===== config.mk =====
export PLATFORM = sky130hd
export DESIGN_NAME = alu4_issue_stage
export DESIGN_NICKNAME = d
export VERILOG_FILES = /design/src/rtl/alu4_pkg.sv /design/src/rtl/alu4_cmd_fifo.sv /design/src/rtl/alu4_issue_stage.sv
export SDC_FILE = /design/constraint.sdc
export NUM_CORES = 1
export LEC_CHECK = 0
export BUFFER_PORTS_ARGS = -buffer_cell sky130_fd_sc_hd__clkbuf_2
export CAP_MARGIN = 20
export CELL_PAD_IN_SITES_DETAIL_PLACEMENT = 1
export CELL_PAD_IN_SITES_GLOBAL_PLACEMENT = 2
export CORE_UTILIZATION = 31
export CTS_CLUSTER_DIAMETER = 30
export DETAILED_ROUTE_END_ITERATION = 7
export GPL_TIMING_DRIVEN = 0
export PLACE_DENSITY_LB_ADDON = 0.1
export SLEW_MARGIN = 20
export SYNTH_ARGS = -nofsm -noshare
export SYNTH_HDL_FRONTEND = slang
export SYNTH_SLANG_ARGS = --single-unit

===== constraint.sdc =====
create_clock -name clk -period 1.82 [get_ports clk]
set_clock_uncertainty 0.05 [all_clocks]
set_input_delay 0.273 -clock clk [delete_from_list [all_inputs] [get_ports clk]]
set_output_delay 0.273 -clock clk [all_outputs]
set_load 0.02 [all_outputs]

===== src/rtl/alu4_pkg.sv =====
// Shared definitions for the alu4 issue stage: opcodes, command layout, FSM states.
package alu4_pkg;

    localparam logic [1:0] OP_NOP = 2'b00;
    localparam logic [1:0] OP_ADD = 2'b01;
    localparam logic [1:0] OP_SUB = 2'b10;
    localparam logic [1:0] OP_MUL = 2'b11;

    localparam int CMD_W = 10;

    // Operands keep the arithmetic stage's bit order (bit 3 = LSB); never reordered here.
    typedef struct packed {
        logic [3:0] a;
        logic [3:0] b;
        logic [1:0] op;
    } alu4_cmd_t;

    typedef enum logic [1:0] {
        ST_IDLE   = 2'b00,
        ST_SETTLE = 2'b01,
        ST_HOLD   = 2'b10
    } alu4_state_e;

endpackage


===== src/rtl/alu4_cmd_fifo.sv =====
// Synchronous command FIFO; a pushed entry becomes readable the cycle after the push.
module alu4_cmd_fifo #(
    parameter int WIDTH = 14,
    parameter int DEPTH = 2
) (
    input  logic             clk,
    input  logic             rst,
    input  logic             push,
    input  logic [WIDTH-1:0] wr_data,
    input  logic             pop,
    output logic [WIDTH-1:0] rd_data,
    output logic             full,
    output logic             empty
);

    localparam int PTR_W = $clog2(DEPTH);
    localparam int CNT_W = PTR_W + 1;
    localparam logic [PTR_W-1:0] PTR_ONE  = PTR_W'(1);
    localparam logic [CNT_W-1:0] CNT_ONE  = CNT_W'(1);
    localparam logic [CNT_W-1:0] CNT_FULL = CNT_W'(DEPTH);

    logic [WIDTH-1:0] mem_q [DEPTH];
    logic [WIDTH-1:0] mem_d [DEPTH];
    logic [PTR_W-1:0] wr_ptr_q, wr_ptr_d;
    logic [PTR_W-1:0] rd_ptr_q, rd_ptr_d;
    logic [CNT_W-1:0] count_q, count_d;
    logic             push_s, pop_s;

    assign full    = (count_q == CNT_FULL);
    assign empty   = (count_q == {CNT_W{1'b0}});
    assign rd_data = mem_q[rd_ptr_q];
    assign push_s  = push & ~full;
    assign pop_s   = pop & ~empty;

    // Next storage, pointers and occupancy.
    always_comb begin
        mem_d = mem_q;
        if (push_s) begin
            mem_d[wr_ptr_q] = wr_data;
            wr_ptr_d        = wr_ptr_q + PTR_ONE;
        end else begin
            wr_ptr_d = wr_ptr_q;
        end
        if (pop_s) begin
            rd_ptr_d = rd_ptr_q + PTR_ONE;
        end else begin
            rd_ptr_d = rd_ptr_q;
        end
        case ({push_s, pop_s})
            2'b10:   count_d = count_q + CNT_ONE;
            2'b01:   count_d = count_q - CNT_ONE;
            default: count_d = count_q;
        endcase
    end

    // FIFO state registers.
    always_ff @(posedge clk) begin
        if (rst) begin
            for (int i = 0; i < DEPTH; i++) begin
                mem_q[i] <= {WIDTH{1'b0}};
            end
            wr_ptr_q <= {PTR_W{1'b0}};
            rd_ptr_q <= {PTR_W{1'b0}};
            count_q  <= {CNT_W{1'b0}};
        end else begin
            mem_q    <= mem_d;
            wr_ptr_q <= wr_ptr_d;
            rd_ptr_q <= rd_ptr_d;
            count_q  <= count_d;
        end
    end

endmodule


===== src/rtl/alu4_issue_stage.sv =====
// Front-end for the combinational 4-bit add/sub/mul stage: buffer, drive, settle, capture.
// Define ALU4_ISSUE_STATS_EN to add the stat_issued / stat_stall saturating counters.
module alu4_issue_stage
    import alu4_pkg::*;
#(
    parameter int TAG_W         = 4,
    parameter int SETTLE_CYCLES = 1,
    parameter int FIFO_DEPTH    = 2
) (
    input  logic             clk,
    input  logic             rst,
    input  logic             cmd_valid,
    output logic             cmd_ready,
    input  logic [3:0]       cmd_a,
    input  logic [3:0]       cmd_b,
    input  logic [1:0]       cmd_op,
    input  logic [TAG_W-1:0] cmd_tag,
    output logic [3:0]       alu_a,
    output logic [3:0]       alu_b,
    output logic [1:0]       alu_op,
    input  logic [7:0]       alu_result,
    output logic             rsp_valid,
    input  logic             rsp_ready,
    output logic [7:0]       rsp_result,
    output logic [TAG_W-1:0] rsp_tag
`ifdef ALU4_ISSUE_STATS_EN
    ,
    output logic [15:0]      stat_issued,
    output logic [15:0]      stat_stall
`endif
);

    localparam int ENTRY_W = CMD_W + TAG_W;
    localparam logic [3:0] SETTLE_LOAD = 4'(SETTLE_CYCLES - 1);

    logic [ENTRY_W-1:0] fifo_wr_s;
    logic [ENTRY_W-1:0] fifo_rd_s;
    logic               fifo_full_s;
    logic               fifo_empty_s;
    logic               push_s;
    logic               pop_s;

    alu4_state_e      state_q, state_d;
    logic [3:0]       cnt_q, cnt_d;
    alu4_cmd_t        alu_cmd_q, alu_cmd_d;
    logic [TAG_W-1:0] tag_q, tag_d;
    logic             rsp_valid_q, rsp_valid_d;
    logic [7:0]       rsp_result_q, rsp_result_d;
    logic [TAG_W-1:0] rsp_tag_q, rsp_tag_d;

    assign push_s    = cmd_valid & ~fifo_full_s;
    assign fifo_wr_s = {cmd_tag, cmd_a, cmd_b, cmd_op};

    alu4_cmd_fifo #(
        .WIDTH (ENTRY_W),
        .DEPTH (FIFO_DEPTH)
    ) u_cmd_fifo (
        .clk     (clk),
        .rst     (rst),
        .push    (push_s),
        .wr_data (fifo_wr_s),
        .pop     (pop_s),
        .rd_data (fifo_rd_s),
        .full    (fifo_full_s),
        .empty   (fifo_empty_s)
    );

    // Issue FSM next state; alu_* only move when an entry is popped.
    always_comb begin
        state_d      = state_q;
        cnt_d        = cnt_q;
        alu_cmd_d    = alu_cmd_q;
        tag_d        = tag_q;
        rsp_valid_d  = rsp_valid_q;
        rsp_result_d = rsp_result_q;
        rsp_tag_d    = rsp_tag_q;
        pop_s        = 1'b0;
        case (state_q)
            ST_IDLE: begin
                if (!fifo_empty_s) begin
                    pop_s     = 1'b1;
                    alu_cmd_d = alu4_cmd_t'(fifo_rd_s[CMD_W-1:0]);
                    tag_d     = fifo_rd_s[ENTRY_W-1:CMD_W];
                    cnt_d     = SETTLE_LOAD;
                    state_d   = ST_SETTLE;
                end else begin
                    state_d = ST_IDLE;
                end
            end
            ST_SETTLE: begin
                if (cnt_q == 4'd0) begin
                    rsp_result_d = alu_result;
                    rsp_tag_d    = tag_q;
                    rsp_valid_d  = 1'b1;
                    state_d      = ST_HOLD;
                end else begin
                    cnt_d = cnt_q - 4'd1;
                end
            end
            ST_HOLD: begin
                if (rsp_ready) begin
                    rsp_valid_d = 1'b0;
                    // Back-to-back issue skips IDLE when work is already queued.
                    if (!fifo_empty_s) begin
                        pop_s     = 1'b1;
                        alu_cmd_d = alu4_cmd_t'(fifo_rd_s[CMD_W-1:0]);
                        tag_d     = fifo_rd_s[ENTRY_W-1:CMD_W];
                        cnt_d     = SETTLE_LOAD;
                        state_d   = ST_SETTLE;
                    end else begin
                        state_d = ST_IDLE;
                    end
                end else begin
                    state_d = ST_HOLD;
                end
            end
            default: begin
                state_d     = ST_IDLE;
                rsp_valid_d = 1'b0;
            end
        endcase
    end

    // Issue FSM and output registers.
    always_ff @(posedge clk) begin
        if (rst) begin
            state_q      <= ST_IDLE;
            cnt_q        <= 4'd0;
            alu_cmd_q    <= '{a: 4'd0, b: 4'd0, op: OP_NOP};
            tag_q        <= {TAG_W{1'b0}};
            rsp_valid_q  <= 1'b0;
            rsp_result_q <= 8'd0;
            rsp_tag_q    <= {TAG_W{1'b0}};
        end else begin
            state_q      <= state_d;
            cnt_q        <= cnt_d;
            alu_cmd_q    <= alu_cmd_d;
            tag_q        <= tag_d;
            rsp_valid_q  <= rsp_valid_d;
            rsp_result_q <= rsp_result_d;
            rsp_tag_q    <= rsp_tag_d;
        end
    end

    assign cmd_ready  = ~fifo_full_s;
    assign alu_a      = alu_cmd_q.a;
    assign alu_b      = alu_cmd_q.b;
    assign alu_op     = alu_cmd_q.op;
    assign rsp_valid  = rsp_valid_q;
    assign rsp_result = rsp_result_q;
    assign rsp_tag    = rsp_tag_q;

`ifdef ALU4_ISSUE_STATS_EN
    logic [15:0] stat_issued_q, stat_issued_d;
    logic [15:0] stat_stall_q, stat_stall_d;

    // Saturating issue and back-pressure counters.
    always_comb begin
        if (pop_s && (stat_issued_q != 16'hFFFF)) begin
            stat_issued_d = stat_issued_q + 16'd1;
        end else begin
            stat_issued_d = stat_issued_q;
        end
        if (cmd_valid && fifo_full_s && (stat_stall_q != 16'hFFFF)) begin
            stat_stall_d = stat_stall_q + 16'd1;
        end else begin
            stat_stall_d = stat_stall_q;
        end
    end

    // Statistics registers.
    always_ff @(posedge clk) begin
        if (rst) begin
            stat_issued_q <= 16'd0;
            stat_stall_q  <= 16'd0;
        end else begin
            stat_issued_q <= stat_issued_d;
            stat_stall_q  <= stat_stall_d;
        end
    end

    assign stat_issued = stat_issued_q;
    assign stat_stall  = stat_stall_q;
`endif

endmodule


==> summary.md <==
| Metric | Value |
|---|---|
| Routed WL per cell | `17.98 um` |
| Initial antenna violation count | `0` |
| CTS Buf Count | `9` |
| Routed Antenna Nets | `0` |
| P_int | `3292 uW` |
| CTS root buf | `clkbuf_8` |
| Detailed-route wire length | `9.262 mm` |
| Crit path launch | `u_cmd_fifo.count_q[0]$_SDFFE_PP0P_` |
| Leak | `0.001342 uW` |
| ANT cells | `0` |
| Pwr dens | `1464 nW/um2` |
| Die area | `10000 um2` |
| Placer congestion estimate | `0.7460` |
| First-pass GRT wire length | `15.07 mm` |
| Clock network power share | `23.7%` |
| Core area | `9284 um2` |
| Max Freq | `0.5820 GHz` |
| Unrepaired setup endpoints after global routing | `false` |
| TritonCTS clock tree | `done` |
| Number of synthesized register bits | `65` |
| Top_reg_cell synth | `dfxtp_1` |
| Die width | `100.0 um` |
| Synth Area per Inst | `9.277 um2` |
| Total Routing Usage GR | `19.85%` |
| GR Util met3 | `3.830%` |
| Critical path data required time | `2.04 ns` |
| Worst slew pin tran | `0.7141 ns` |
| Global route hottest layer | `met2` |
| Setup TNS | `0 ns` |
| Final Critical Period | `1.718 ns` |
| Slew Viols, Final | `0` |
| Max-Cap Viols | `0` |
| Hold-fix buffers, CTS | `0` |
| Reg power frac | `36.7%` |
| Power share of the combinational group | `39.6%` |
| Fin util | `39.19%` |
| Area Overhead vs Synth | `22.18%` |
| Yosys cell types | `41` |
| Starting Density | `32.08%` |
| Hold slack | `0.1073 ns` |
| Chip height | `100.0 um` |
| Yosys warns | `0` |
| Pre-CTS setup slack | `-0.2297 ns` |
| Number of synthesized flops with an enable pin | `0` |
| IO Port Bufs | `49` |
| Nets | `411` |
| GR Overflow Total | `0` |
| Async SR Flop Fraction | `0%` |
| Worst Setup EP | `u_cmd_fifo.count_q[1]$_SDFFE_PP0P_` |
| DR pass1 iterations | `4` |
| FF-to-FF Start | `u_cmd_fifo.count_q[0]$_SDFFE_PP0P_` |
| Hpwl dp | `6.482 mm` |
| Hold Fails Final Rpt | `0` |
| Layout cells sized above 1 | `31.61%` |
| Total power | `5327 uW` |
| Clock tree buffer depth | `2` |
| H-tree levels | `3` |
| Starting DRC count in detailed routing | `77` |
| Arrival time worst endpoint | `1.94 ns` |
| Final setup violation count | `0` |
| Final period util | `94.40%` |
| Num Clock Sinks | `65` |
| Switching Power | `2035 uW` |
| Post-synthesis sequential area ratio | `43.70%` |
| Slew headroom | `52.40%` |
| Largest net degree at the start of global routing | `14` |
| Top-Level Pins | `50` |
| CP Capture Type | `flip-flop` |
| R2R Setup Slk | `0.10 ns` |
| Crit-path max FO | `5` |
| Routed via count | `2674` |
| Setup WS post-layout | `0.1019 ns` |
| Met2 GRT Util | `33.42%` |
| Met1 Use GR | `26.03%` |
| Reg2Reg Depth | `6` |
| VDD IR max | `0.3982 mV` |
| Vias per Instance | `5.192` |
| Mapped Nets | `350` |
| Worst Setup Start Kind | `flip-flop` |
| Row cnt | `35` |
| Switching part of the total power | `38.20%` |
| Clk_lat worst skew | `0.34 ns` |
| Worst min-delay path class | `in -> reg` |
| DRC viols | `0` |
| Mapped Cells | `321` |
| Post-Syn Area | `2978 um2` |
| Outcome | `finished clean` |
| Worst r2r dst | `u_cmd_fifo.count_q[1]$_SDFFE_PP0P_` |
| Number of global-route vias before repair | `2758` |
| CP Class | `reg -> reg` |
| Clock-pin transition on the worst setup and hold timing paths | `0.07 ns` |
what timing repair did:
item / CTS / global route
resized for setup: 7 / 8
setup endpoints to repair: 1 / 10
pin swaps: 1 / 0
buffers inserted: 1 / 1
layout by cell type (no fill, tap or decap), types with 4 or more instances in the layout:
master / instances
o21ai_0: 7
buf_6: 4
nand4_1: 30
buf_2: 14
buf_4: 4
o31ai_1: 28
mux2i_1: 14
dfxtp_1: 61
inv_1: 6
nor2_1: 4
nand2_1: 4
o21ai_1: 9
clkbuf_8: 11
clkbuf_2: 49
a211oi_2: 10
a21oi_2: 12
a211oi_1: 4
nand3_1: 14
a21oi_1: 49
clkbuf_1: 12
dfxtp_2: 4
logic make-up (layout without fill, tap and decap cells):
family | after synthesis | in the layout | share of synthesized area, %
AOI/OAI and AO/OA | 126 | 126 | 28.78
and+or+nand+nor | 66 | 66 | 13.24
DFF | 65 | 65 | 43.70
buffers and inverters | 45 | 110 | 7.731
muxes | 14 | 14 | 4.706
adders and majority gates | 3 | 3 | 1.261
xor gates and xnor gates | 2 | 2 | 0.5883
power by group through the flow:
stage | Combinational (uW) | Clock, uW | Sequential [uW]
3_3_place_gp | 2000 | 0 | 1970
4_1_cts | 2100 | 1300 | 1960
3_5_place_dp | 2030 | 0 | 1980
2_1_floorplan | 1290 | 0 | 2130
6_report | 2110 | 1260 | 1950
5_1_grt | 2290 | 1370 | 2000
area by class of cell:
class	count	area, um2
clock buffers	12	155.1
flip-flops and latches	65	1306
clock inverters	3	40.04
plain buffers	36	210.2
well taps	129	161.4
inverters	8	32.53
repair buffers	51	260.3
multi-input cells	211	1473
fillers	1114	5645
worst max-delay path: stages (launching register included):
cell      delay (ns)
dfxtp_2         0.38
o21bai_4        0.20
nor2_4          0.07
buf_12          0.12
ha_1            0.32
or3_1           0.38
a21oi_2         0.13
per-stage QoR:
step | std cells | cell area [um2]
after floorplan | 321 | 2978
after global placement | 499 | 3385
after detailed placement | 499 | 3385
after CTS | 514 | 3606
after global routing | 515 | 3638
final | 515 | 3638
synthesized netlist by cell type (4+ instances only):
library cell	number	area, um2
a211oi_2	10	125.1
inv_1	6	22.52
a211oi_1	4	30.03
nand4_1	30	187.7
a21oi_2	11	96.34
nor2_1	4	15.01
dfxtp_1	65	1301
nand3_1	14	70.07
nand2_1	4	15.01
buf_6	4	45.04
clkbuf_1	11	41.29
a21oi_1	50	250.2
o21ai_1	9	45.04
o21ai_0	7	35.03
buf_2	16	80.08
o31ai_1	28	210.2
mux2i_1	14	140.1
layer usage:
metal,up-vias,share of wire (%)
met5,-,0
met4,0,0.89
met3,7,2.9
met2,53,47
met1,1289,49
li1,1325,-
state kept, by name, indices dropped and copies added (netlist names):
register and count:
state_q 2, rsp_result 8, rsp_tag 4, alu_a 4, tag_q 4, u_cmd_fifo.rd_ptr_q 1
rsp_valid 1, u_cmd_fifo.mem_q 28, u_cmd_fifo.wr_ptr_q 1, alu_op 2, u_cmd_fifo.count_q 2, cnt_q 4
alu_b 4
how the worst min path moves through the flow:
stage	start	end	slack (ns)	cells past startpoint
floorplan	alu_result[0]	rsp_result[0]$_SDFFE_PP0P_	0.37	2
CTS	alu_result[2]	rsp_result[2]$_SDFFE_PP0P_	0.1	3
global route	alu_result[5]	rsp_result[5]$_SDFFE_PP0P_	0.10	3
global placement	rsp_valid$_SDFFE_PP0P_	rsp_valid$_SDFFE_PP0P_	0.40	2
detailed placement	rsp_valid$_SDFFE_PP0P_	rsp_valid$_SDFFE_PP0P_	0.41	2
finish	alu_result[1]	rsp_result[1]$_SDFFE_PP0P_	0.11	3
(Power assumes the default switching activity.)
